<file path="src/rtl/pconv_sched_c6_if.sv">
//------------------------------------------------------------------------------
// pconv_sched_c6_if
//
// Bundles every signal between the pointwise-convolution sequencer and its
// surroundings: the start/busy/done control handshake, the feature RAM and
// weight/bias/shift ROM read ports, the link to the 6-channel convolution unit
// and the output buffer write port.
//
//   master : the sequencer side (drives read strobes, unit inputs, writes)
//   slave  : the environment side (controller, RAMs/ROMs, unit, out buffer)
//
// Parameters must match the ones given to pconv_sched_c6.
//------------------------------------------------------------------------------
interface pconv_sched_c6_if #(
    parameter int N      = 16,
    parameter int IMG_W  = 24,
    parameter int IMG_H  = 24,
    parameter int OUT_CH = 12
);
    localparam int NPIX   = IMG_W * IMG_H;
    localparam int PIX_W  = (NPIX > 1) ? $clog2(NPIX) : 1;
    localparam int OC_W   = (OUT_CH > 1) ? $clog2(OUT_CH) : 1;
    localparam int OUT_AW = (NPIX * OUT_CH > 1) ? $clog2(NPIX * OUT_CH) : 1;

    // control handshake
    logic              start;
    logic              busy;
    logic              done;
    // feature RAM and weight/bias/shift ROMs
    logic              fm_rd_en;
    logic [PIX_W-1:0]  fm_rd_addr;
    logic [6*N-1:0]    fm_rd_data;
    logic [OC_W-1:0]   w_rd_addr;
    logic [6*N-1:0]    w_rd_data;
    logic [31:0]       b_rd_data;
    logic [4:0]        s_rd_data;
    // convolution unit
    logic              unit_vld;
    logic [6*N-1:0]    unit_input;
    logic [6*N-1:0]    unit_weight;
    logic [31:0]       unit_bias;
    logic [4:0]        unit_shift;
    logic [N-1:0]      unit_dout;
    logic              unit_dout_vld;
    // output buffer
    logic              out_wr_en;
    logic [OUT_AW-1:0] out_wr_addr;
    logic [N-1:0]      out_wr_data;
    logic              err_tag;

    modport master (
        input  start, fm_rd_data, w_rd_data, b_rd_data, s_rd_data,
               unit_dout, unit_dout_vld,
        output busy, done, fm_rd_en, fm_rd_addr, w_rd_addr,
               unit_vld, unit_input, unit_weight, unit_bias, unit_shift,
               out_wr_en, out_wr_addr, out_wr_data, err_tag
    );

    modport slave (
        output start, fm_rd_data, w_rd_data, b_rd_data, s_rd_data,
               unit_dout, unit_dout_vld,
        input  busy, done, fm_rd_en, fm_rd_addr, w_rd_addr,
               unit_vld, unit_input, unit_weight, unit_bias, unit_shift,
               out_wr_en, out_wr_addr, out_wr_data, err_tag
    );
endinterface

</file>
<file path="src/rtl/pconv_sched_c6.sv">
//------------------------------------------------------------------------------
// pconv_sched_c6
//
// Sequencer for the 6-channel pointwise convolution unit. Walks the feature
// map pixel by pixel and, at every pixel, steps through all output channels.
// Each (pixel, channel) pair issues one read of the input word and of the
// channel's weight/bias/shift; one cycle later the data reaches the unit with
// unit_vld. The output address (channel-major: oc*NPIX + pix) travels through
// a tag FIFO and is reunited with the unit's result when it comes back.
//
// Ports:
//   clk  - rising-edge clock
//   rst  - asynchronous, active-high reset
//   bus  - pconv_sched_c6_if.master: start/busy/done, RAM/ROM reads, unit
//          link, output buffer write and sticky err_tag
//------------------------------------------------------------------------------
module pconv_sched_c6 #(
    parameter int N          = 16,
    parameter int IMG_W      = 24,
    parameter int IMG_H      = 24,
    parameter int OUT_CH     = 12,
    parameter int FIFO_DEPTH = 8
) (
    input  logic                 clk,
    input  logic                 rst,
    pconv_sched_c6_if.master     bus
);
    localparam int NPIX   = IMG_W * IMG_H;
    localparam int PIX_W  = (NPIX > 1) ? $clog2(NPIX) : 1;
    localparam int OC_W   = (OUT_CH > 1) ? $clog2(OUT_CH) : 1;
    localparam int OUT_AW = (NPIX * OUT_CH > 1) ? $clog2(NPIX * OUT_CH) : 1;
    localparam int PTR_W  = (FIFO_DEPTH > 1) ? $clog2(FIFO_DEPTH) : 1;
    localparam int CNT_W  = $clog2(FIFO_DEPTH) + 1;

    localparam logic [PIX_W-1:0]  PIX_LAST = PIX_W'(NPIX - 1);
    localparam logic [OC_W-1:0]   OC_LAST  = OC_W'(OUT_CH - 1);
    localparam logic [OUT_AW-1:0] NPIX_A   = OUT_AW'(NPIX);
    localparam logic [CNT_W-1:0]  DEPTH_C  = CNT_W'(FIFO_DEPTH);

    typedef enum logic [1:0] {
        S_IDLE,
        S_RUN,
        S_DRAIN,
        S_DONE
    } state_t;

    state_t             state_q;
    logic [PIX_W-1:0]   pix_q;
    logic [OC_W-1:0]    oc_q;
    logic               busy_q;
    logic               done_q;

    logic [CNT_W-1:0]   inflight_q, inflight_d;
    logic               unit_vld_q;
    logic [OUT_AW-1:0]  tag_q;

    logic [OUT_AW-1:0]  fifo_mem [FIFO_DEPTH];
    logic [PTR_W-1:0]   wr_ptr_q, rd_ptr_q;
    logic [CNT_W-1:0]   fifo_cnt_q;

    logic               wr_en_q;
    logic [OUT_AW-1:0]  wr_addr_q;
    logic [N-1:0]       wr_data_q;
    logic               err_q;

    logic               issue;
    logic               last_issue;
    logic               dec;
    logic               fifo_empty;
    logic               push;
    logic               pop;
    logic [OUT_AW-1:0]  tag_d;

    // Issue gating looks only at the registered inflight count, so at most
    // FIFO_DEPTH tags can ever be outstanding and the tag FIFO cannot overflow.
    assign issue      = (state_q == S_RUN) && (inflight_q < DEPTH_C);
    assign last_issue = issue && (pix_q == PIX_LAST) && (oc_q == OC_LAST);
    assign tag_d      = OUT_AW'(oc_q) * NPIX_A + OUT_AW'(pix_q);

    assign fifo_empty = (fifo_cnt_q == '0);
    assign push       = unit_vld_q;
    assign pop        = bus.unit_dout_vld && !fifo_empty;
    // A result with no tag waiting never drags inflight below zero.
    assign dec        = bus.unit_dout_vld && (inflight_q != '0);

    always_comb begin
        // NOTE: give every always_comb target a default first; a path that
        // leaves it unassigned would infer a latch.
        inflight_d = inflight_q;
        if (issue && !dec) begin
            inflight_d = inflight_q + CNT_W'(1);
        end else if (!issue && dec) begin
            inflight_d = inflight_q - CNT_W'(1);
        end
    end

    // Control FSM: walks (pix, oc) during RUN, waits for the tail of results
    // in DRAIN and emits a one-cycle done from DONE.
    always_ff @(posedge clk or posedge rst) begin
        if (rst) begin
            state_q <= S_IDLE;
            pix_q   <= '0;
            oc_q    <= '0;
            busy_q  <= 1'b0;
            done_q  <= 1'b0;
        end else begin
            // NOTE: sequential state uses non-blocking assignments so every
            // register samples pre-edge values regardless of statement order.
            done_q <= 1'b0;
            case (state_q)
                S_IDLE: begin
                    if (bus.start) begin
                        state_q <= S_RUN;
                        pix_q   <= '0;
                        oc_q    <= '0;
                        busy_q  <= 1'b1;
                    end
                end
                S_RUN: begin
                    if (issue) begin
                        if (oc_q == OC_LAST) begin
                            oc_q  <= '0;
                            pix_q <= last_issue ? '0 : pix_q + PIX_W'(1);
                        end else begin
                            oc_q <= oc_q + OC_W'(1);
                        end
                        if (last_issue) begin
                            state_q <= S_DRAIN;
                        end
                    end
                end
                S_DRAIN: begin
                    // A result arriving now still owes a write next cycle.
                    if ((inflight_q == '0) && !bus.unit_dout_vld) begin
                        state_q <= S_DONE;
                        done_q  <= 1'b1;
                    end
                end
                S_DONE: begin
                    state_q <= S_IDLE;
                    busy_q  <= 1'b0;
                end
                default: state_q <= S_IDLE;
            endcase
        end
    end

    // Issue pipeline, inflight tracking, tag FIFO pointers and the output
    // write register. err_tag watches for any result that finds no tag; the
    // unit is expected to share this reset, so no stale result survives it.
    always_ff @(posedge clk or posedge rst) begin
        if (rst) begin
            inflight_q <= '0;
            unit_vld_q <= 1'b0;
            tag_q      <= '0;
            wr_ptr_q   <= '0;
            rd_ptr_q   <= '0;
            fifo_cnt_q <= '0;
            wr_en_q    <= 1'b0;
            wr_addr_q  <= '0;
            wr_data_q  <= '0;
            err_q      <= 1'b0;
        end else begin
            inflight_q <= inflight_d;
            unit_vld_q <= issue;
            if (issue) begin
                tag_q <= tag_d;
            end
            if (push) begin
                wr_ptr_q <= wr_ptr_q + PTR_W'(1);
            end
            if (pop) begin
                rd_ptr_q  <= rd_ptr_q + PTR_W'(1);
                wr_addr_q <= fifo_mem[rd_ptr_q];
                wr_data_q <= bus.unit_dout;
            end
            fifo_cnt_q <= fifo_cnt_q + CNT_W'(push) - CNT_W'(pop);
            wr_en_q    <= pop;
            if (bus.unit_dout_vld && fifo_empty) begin
                err_q <= 1'b1;
            end
        end
    end

    // NOTE: tag storage has no reset; emptiness is defined by the pointers and
    // count, which are reset, so clearing the array would only cost logic.
    always_ff @(posedge clk) begin
        if (push) begin
            fifo_mem[wr_ptr_q] <= tag_q;
        end
    end

    assign bus.busy        = busy_q;
    assign bus.done        = done_q;
    assign bus.fm_rd_en    = issue;
    assign bus.fm_rd_addr  = pix_q;
    assign bus.w_rd_addr   = oc_q;
    assign bus.unit_vld    = unit_vld_q;
    assign bus.unit_input  = bus.fm_rd_data;
    assign bus.unit_weight = bus.w_rd_data;
    assign bus.unit_bias   = bus.b_rd_data;
    assign bus.unit_shift  = bus.s_rd_data;
    assign bus.out_wr_en   = wr_en_q;
    assign bus.out_wr_addr = wr_addr_q;
    assign bus.out_wr_data = wr_data_q;
    assign bus.err_tag     = err_q;

endmodule
</file>
<file path="src/flat_wrapper.sv">
// flat-port wrapper written by rule: the top's interface ports become plain ports
module pconv_sched_c6_flat 
#(
    parameter int N          = 16,
    parameter int IMG_W      = 24,
    parameter int IMG_H      = 24,
    parameter int OUT_CH     = 12,
    parameter int FIFO_DEPTH = 8
)
  (clk, rst, bus_start, bus_fm_rd_data, bus_w_rd_data, bus_b_rd_data, bus_s_rd_data, bus_unit_dout, bus_unit_dout_vld, bus_busy, bus_done, bus_fm_rd_en, bus_fm_rd_addr, bus_w_rd_addr, bus_unit_vld, bus_unit_input, bus_unit_weight, bus_unit_bias, bus_unit_shift, bus_out_wr_en, bus_out_wr_addr, bus_out_wr_data, bus_err_tag);
  pconv_sched_c6_if #(.N(N), .IMG_W(IMG_W), .IMG_H(IMG_H), .OUT_CH(OUT_CH)) bus_i ();
  input  logic clk;
  input  logic rst;
  input wire logic [$bits(bus_i.start)-1:0] bus_start;
  input wire logic [$bits(bus_i.fm_rd_data)-1:0] bus_fm_rd_data;
  input wire logic [$bits(bus_i.w_rd_data)-1:0] bus_w_rd_data;
  input wire logic [$bits(bus_i.b_rd_data)-1:0] bus_b_rd_data;
  input wire logic [$bits(bus_i.s_rd_data)-1:0] bus_s_rd_data;
  input wire logic [$bits(bus_i.unit_dout)-1:0] bus_unit_dout;
  input wire logic [$bits(bus_i.unit_dout_vld)-1:0] bus_unit_dout_vld;
  output wire logic [$bits(bus_i.busy)-1:0] bus_busy;
  output wire logic [$bits(bus_i.done)-1:0] bus_done;
  output wire logic [$bits(bus_i.fm_rd_en)-1:0] bus_fm_rd_en;
  output wire logic [$bits(bus_i.fm_rd_addr)-1:0] bus_fm_rd_addr;
  output wire logic [$bits(bus_i.w_rd_addr)-1:0] bus_w_rd_addr;
  output wire logic [$bits(bus_i.unit_vld)-1:0] bus_unit_vld;
  output wire logic [$bits(bus_i.unit_input)-1:0] bus_unit_input;
  output wire logic [$bits(bus_i.unit_weight)-1:0] bus_unit_weight;
  output wire logic [$bits(bus_i.unit_bias)-1:0] bus_unit_bias;
  output wire logic [$bits(bus_i.unit_shift)-1:0] bus_unit_shift;
  output wire logic [$bits(bus_i.out_wr_en)-1:0] bus_out_wr_en;
  output wire logic [$bits(bus_i.out_wr_addr)-1:0] bus_out_wr_addr;
  output wire logic [$bits(bus_i.out_wr_data)-1:0] bus_out_wr_data;
  output wire logic [$bits(bus_i.err_tag)-1:0] bus_err_tag;
  assign bus_i.start = bus_start;
  assign bus_i.fm_rd_data = bus_fm_rd_data;
  assign bus_i.w_rd_data = bus_w_rd_data;
  assign bus_i.b_rd_data = bus_b_rd_data;
  assign bus_i.s_rd_data = bus_s_rd_data;
  assign bus_i.unit_dout = bus_unit_dout;
  assign bus_i.unit_dout_vld = bus_unit_dout_vld;
  assign bus_busy = bus_i.busy;
  assign bus_done = bus_i.done;
  assign bus_fm_rd_en = bus_i.fm_rd_en;
  assign bus_fm_rd_addr = bus_i.fm_rd_addr;
  assign bus_w_rd_addr = bus_i.w_rd_addr;
  assign bus_unit_vld = bus_i.unit_vld;
  assign bus_unit_input = bus_i.unit_input;
  assign bus_unit_weight = bus_i.unit_weight;
  assign bus_unit_bias = bus_i.unit_bias;
  assign bus_unit_shift = bus_i.unit_shift;
  assign bus_out_wr_en = bus_i.out_wr_en;
  assign bus_out_wr_addr = bus_i.out_wr_addr;
  assign bus_out_wr_data = bus_i.out_wr_data;
  assign bus_err_tag = bus_i.err_tag;
  pconv_sched_c6 #(.N(N), .IMG_W(IMG_W), .IMG_H(IMG_H), .OUT_CH(OUT_CH), .FIFO_DEPTH(FIFO_DEPTH)) u_core (.clk(clk), .rst(rst), .bus(bus_i));
endmodule
</file>
<file path="config.mk">
export PLATFORM = sky130hd
export DESIGN_NAME = pconv_sched_c6_flat
export DESIGN_NICKNAME = d
export VERILOG_FILES = /design/src/rtl/pconv_sched_c6_if.sv /design/src/rtl/pconv_sched_c6.sv /design/src/flat_wrapper.sv
export SDC_FILE = /design/constraint.sdc
export NUM_CORES = 1
export LEC_CHECK = 0
export CORE_AREA = 3 3 205 207
export DETAILED_ROUTE_END_ITERATION = 7
export DIE_AREA = 0 0 208 210
export HOLD_SLACK_MARGIN = 0.06
export PLACE_DENSITY = 0.57
export SETUP_SLACK_MARGIN = 0.5
export SLEW_MARGIN = 0
export SYNTH_ARGS = -nofsm -noshare
export SYNTH_HDL_FRONTEND = slang
export SYNTH_SLANG_ARGS = --single-unit
</file>
<file path="constraint.sdc">
create_clock -name clk -period 7.25 [get_ports clk]
set_input_delay 0.725 -clock clk [delete_from_list [all_inputs] [get_ports clk]]
set_output_delay 0.725 -clock clk [all_outputs]
set_load 0.02 [all_outputs]
</file>
* After elaboration in Yosys (flattened, before gate mapping)
Memories as Yosys holds them, arrays and structs flattened. A register that Yosys moved wholly into a read port is not among the register bits. Index checks and enable logic that the tools add are counted.
Word-level totals: logic and storage cells 82, memories 1, output and inout bits 278, memory bits (writable) 104, flip-flop bits (word level) 64
Memories:
- u_core.fifo_mem | depth 8, width 13, read ports 1, clocked after Yosys merged registers in 1, write ports 1, line pconv_sched_c6.sv:57 | logic [OUT_AW-1:0] fifo_mem [FIFO_DEPTH];
Operators by class: add/subtract/negate cells 9, multiply operators 1, equal/unequal tests 10, multiplexer cells 22, magnitude comparators 1, reductions and logical operators 24
Operator list (count):
- $mux 10 | 4
- $mux 4 | 5
- $pmux 10 s2 | 1
- $add 13x10->13 | 1
- $add 10x1->10 const B | 1
- $eq 10x10->1 const B | 1
- $logic_and 1x1->1 | 9
- $add 4x1->4 const B | 2
- $logic_not 4->1 | 2
- $mux 2 | 4
- $pmux 2 s4 | 1
- $pmux 4 s2 | 1
- $reduce_and 4->1 | 2
- $mul 4x4->7 const B | 1
- $add 3x1->3 const B | 2
- $ne 2x1->1 const B | 3
- $reduce_bool 2->1 | 3
- $mux 1 | 5
- $add 4x1->4 | 1
- $eq 2x2->1 const B | 2
- $eq 4x4->1 const B | 1
- $logic_not 1->1 | 4
- $lt 4x4->1 const B | 1
- $ne 2x2->1 const B | 2
- 8 further kinds | 8

* Logic depth before layout (Yosys ltp)
word-level depth 8, depth in mapped cells 13, depth with buffers taken out 11

* Worst setup path before layout
No wires, ideal clock.
path type register to register, start point register u_core.fifo_cnt_q[2], end point register u_core.fifo_cnt_q[2], setup slack 4567 ps, library setup time 122 ps, clock period less this slack 2683 ps, cell stages (with the launch flop) 13, arrival time 2560 ps, path through dfrtp_1 > inv_1 > ha_1 > nor3b_1 > nand2b_1 > clkbuf_1 > clkinv_1 > clkbuf_1 > ha_1 > inv_1 > ha_1 > fa_1 > xor2_1
On the way: word-level cells in the longest chain between the ends 4
RTL lines:
- from (decl) | line pconv_sched_c6.sv:59 | logic [CNT_W-1:0] fifo_cnt_q;
- from (signal assigned) | line pconv_sched_c6.sv:177 | fifo_cnt_q <= fifo_cnt_q + CNT_W'(push) - CNT_W'(pop);
- $logic_not 4->1 | line pconv_sched_c6.sv:80 | assign fifo_empty = (fifo_cnt_q == '0);
- $logic_not 1->1 | line pconv_sched_c6.sv:82 | assign pop = bus.unit_dout_vld && !fifo_empty;
- $logic_and 1x1->1 | line pconv_sched_c6.sv:82
- via u_core.pop | line pconv_sched_c6.sv:71 | logic pop;
- $sub 4x1->4 | line pconv_sched_c6.sv:177
The timed path passes the listed nets, and every way through them passes these cells. A chain may end at the register's enable or synchronous reset.

* Worst setup path in the final report
start point input port bus_unit_dout_vld, end point register u_core.fifo_cnt_q[2]
On the way: word-level cells in the longest chain between the ends 2
RTL lines:
- from (decl) | line flat_wrapper.sv:20 | input wire logic [$bits(bus_i.unit_dout_vld)-1:0] bus_unit_dout_vld;
- $logic_and 1x1->1 | line pconv_sched_c6.sv:82
- $sub 4x1->4 | line pconv_sched_c6.sv:177
No other way between the ends.

==> flow_metrics.py <==
metrics = {
    "placed_design": {
        "gp_congestion": 0.694,
        "portBuffers": 68,
        "dp.final_hpwl_microns": 18900,
        "dpl-instance-area_sq_mm": 0.00895,
    },
    "clock_network": {
        "clk-insertion-delay-late_ns": 0.44,
        "clk_path_buf_depth": 2,
        "postCtsHoldBufs": 0,
        "postCtsResizedCells": 0,
        "h-tree-depth": 4,
        "cts_made_buffers": 17,
        "clk_pin_slew_ns": 0.08,
        "cts_tree": "built",
        "post-cts-setup-buffers": 0,
        "clock-sinks": 181,
        "cts-root-buf": "clkbuf_16",
    },
    "die": {
        "die-area_sq_mm": 0.0437,
        "die_h_microns": 210,
        "start_util_pct": 23.1,
        "std_cell_rows": 74,
        "design.core.area_sq_mm": 0.0406,
        "die_w_microns": 208,
        "io_pins": 527,
    },
    "drt": {
        "routedWlPerCell_microns": 21.5,
        "drcViolationCount": 0,
        "postRouteAntennaNets": 0,
        "first_iter_violations": 243,
        "dr.pass1.iters": 4,
        "viasPerCell": 4.09,
        "wl_microns": 24900,
        "vias": 4735,
    },
    "yosys": {
        "synthCells": 770,
        "synth.cell_area_sq_mm": 0.00936,
        "ys_types": 51,
        "synth-edff-count": 104,
        "synthesis.nets": 1045,
        "synth_ff_type": "edfxtp_1",
        "async_flop_share_pct": 42.5,
        "yosys_warnings": 0,
        "ys_ff_latch": 181,
        "seq_area_frac_synth_pct": 54.0,
        "avgSynthCellArea_sq_um": 12.2,
    },
    "job": {
        "max-cap-violations": 0,
    },
    "pwr": {
        "power_switching_mw": 1.26,
        "power.internal_mw": 2.31,
        "ir_drop_v": 0.000178,
        "p_leak_nw": 3.63,
        "powerDensity_mw_per_mm2": 372,
        "sw_frac_of_total_pct": 35.3,
        "pwr-share-clk_pct": 27.2,
        "pwr-share-comb_pct": 30.6,
        "seqPwrFrac_pct": 42.2,
    },
    "final_layout": {
        "nNetsFinal": 887,
        "final_cell_mix": "nand2_1, edfxtp_1, dfrtp_1",
        "final_common_cell": "nand2_1",
        "antenna_cells": 0,
        "area_growth_pct": 2.35,
        "stdcell_area_sq_mm": 0.00958,
        "drive_gt1_share_pct": 12.8,
    },
    "grt": {
        "track_usage_pct": 11.3,
        "grt_antenna_before_repair": 0,
        "grt_overflow": 0,
        "grt_max_degree": 69,
        "grt_pass1_wl_microns": 35300,
        "grt_pass1_vias": 4811,
    },
    "outcome": {
        "status": "complete, no violations",
    },
    "timing": {
        "slew-limit-headroom_pct": 23.2,
        "period_needed_ns": 3.86,
        "rsz0062_at_grt": "no",
        "final_max_slew_viol_count": 0,
        "period_share_pct": 53.2,
        "setup_viol": 0,
        "worst_pin_slew_ns": 1.14,
        "finalHoldViolations": 0,
        "tns_ns": 0,
        "fmax_mhz": 259,
        "skew_ns": 0.0154,
    },
    "critical_path": {
        "worstSetupStartpointType": "primary input",
        "crit_fanout": 45,
        "path_class": "in2reg",
        "arrival_ns": 4.18,
        "cp-end-kind": "flip-flop",
        "required_ns": 7.57,
    },
    "hold_path": {
        "min_path_type": "reg2reg",
    },
}
==> stage by stage <==
stage	instances	power [mW]	setup WS (ns)	utilization, %	hold WS [ns]
5_1_grt	1157	3.80	3.03	23.6	0.502
2_1_floorplan	770	2.41	4.56	-	0.458
3_5_place_dp	1125	2.65	2.89	22.1	0.463
3_3_place_gp	1125	2.62	2.90	22.1	0.462
6_report	1157	3.57	3.39	23.6	0.478
4_1_cts	1157	3.62	3.32	23.6	0.484
==> power groups by stage <==
stage / sequential (mW) / combinational [mW] / clock [mW]
2_1_floorplan: 1.53 / 0.881 / 0
3_3_place_gp: 1.52 / 1.10 / 0
3_5_place_dp: 1.53 / 1.12 / 0
4_1_cts: 1.51 / 1.12 / 0.991
5_1_grt: 1.54 / 1.22 / 1.04
6_report: 1.50 / 1.09 / 0.969
==> critical path: stages <==
cell and delay [ns]:
clkdlybuf4s50_1 0.60, nand2b_2 0.71, clkinv_1 0.79, ha_1 0.54
inv_1 0.04, ha_1 0.20, fa_1 0.38, xor2_1 0.15
==> layer usage <==
metal | wire, microns | global-route usage (%) | part of all wire [%] | vias to the layer above
met5 | 305 | 4.74 | 1.2 | -
met4 | 512 | 3.44 | 2.1 | 8
met3 | 4910 | 11.4 | 20 | 54
met2 | 9770 | 14.2 | 39 | 296
met1 | 9420 | 12.5 | 38 | 2263
li1 | - | - | - | 2114
==> final timing paths <==
kind / from / to / slack (ns) / cells after the start
worst max-delay path: bus_unit_dout_vld / u_core.fifo_cnt_q[2] / 3.39 / 8
worst min-delay path: u_core.bus.out_wr_addr[10] / u_core.bus.out_wr_addr[10] / 0.48 / 2
worst max register to register: u_core.fifo_cnt_q[2] / u_core.fifo_cnt_q[2] / 3.42 / 10
worst min register to register: u_core.bus.out_wr_addr[10] / u_core.bus.out_wr_addr[10] / 0.48 / 2
max in group asynchronous: rst / u_core.bus.out_wr_data[14] / 5.60 / 3
min in group asynchronous: rst / u_core.bus.done / 0.50 / 2
==> cells in the mapped netlist, types with 3 or more instances <==
master	number	area (sq um)
clkbuf_1	16	60.1
edfxtp_1	104	3120
ha_1	23	288
nand3_1	10	50.1
a21oi_1	7	35.0
inv_1	16	60.1
mux4_2	26	586
buf_2	4	20.0
nand2b_1	7	43.8
o31ai_1	3	22.5
xor2_1	5	43.8
a21o_1	5	37.5
dfrtp_1	77	1930
nor3b_1	4	30.0
mux2i_1	16	160
or4_1	3	22.5
or3_1	3	18.8
nor2_1	11	41.3
o21ai_0	31	155
nand2_1	110	413
fa_1	3	60.1
a22oi_1	3	22.5
nand4_1	3	18.8
xnor2_1	8	70.1
or2_2	4	25.0
buf_4	235	1760
nor3_1	3	15.0
==> layout make-up <==
cell class / count / area [sq um]
multi-input cells: 315 / 2400
fillers: 4245 / 31000
inverters: 18 / 68.8
clock inverters: 15 / 208
well taps: 532 / 666
flip-flops and latches: 181 / 5050
clock buffers: 17 / 425
repair buffers: 79 / 763
==> state kept, by name (all words and copies together) (netlist names) <==
signal,cells
u_core.bus.busy,1
u_core.fifo_cnt_q,4
u_core.bus.fm_rd_addr,10
u_core.fifo_mem,104
u_core.bus.done,1
u_core.bus.out_wr_data,16
u_core.state_q,2
u_core.bus.w_rd_addr,4
u_core.rd_ptr_q,3
u_core.bus.err_tag,1
u_core.inflight_q,4
u_core.bus.out_wr_addr,13
u_core.wr_ptr_q,3
u_core.tag_q,13
u_core.bus.out_wr_en,1
u_core.bus.unit_vld,1
==> kinds of logic (layout without fill, tap and decap cells) <==
family                     Yosys count  after routing  synth area share [%]
muxes                               45             45                  8.33
buffers and inverters              274            129                  20.5
adders and majority gates           26             26                  3.72
and+or+nand+nor                    169            169                  8.14
xor gates and xnor gates            13             13                  1.22
AOI/OAI and AO/OA                   62             62                  4.17
DFF                                181            181                  54.0
Note: power is estimated with default switching activity, not from simulation.
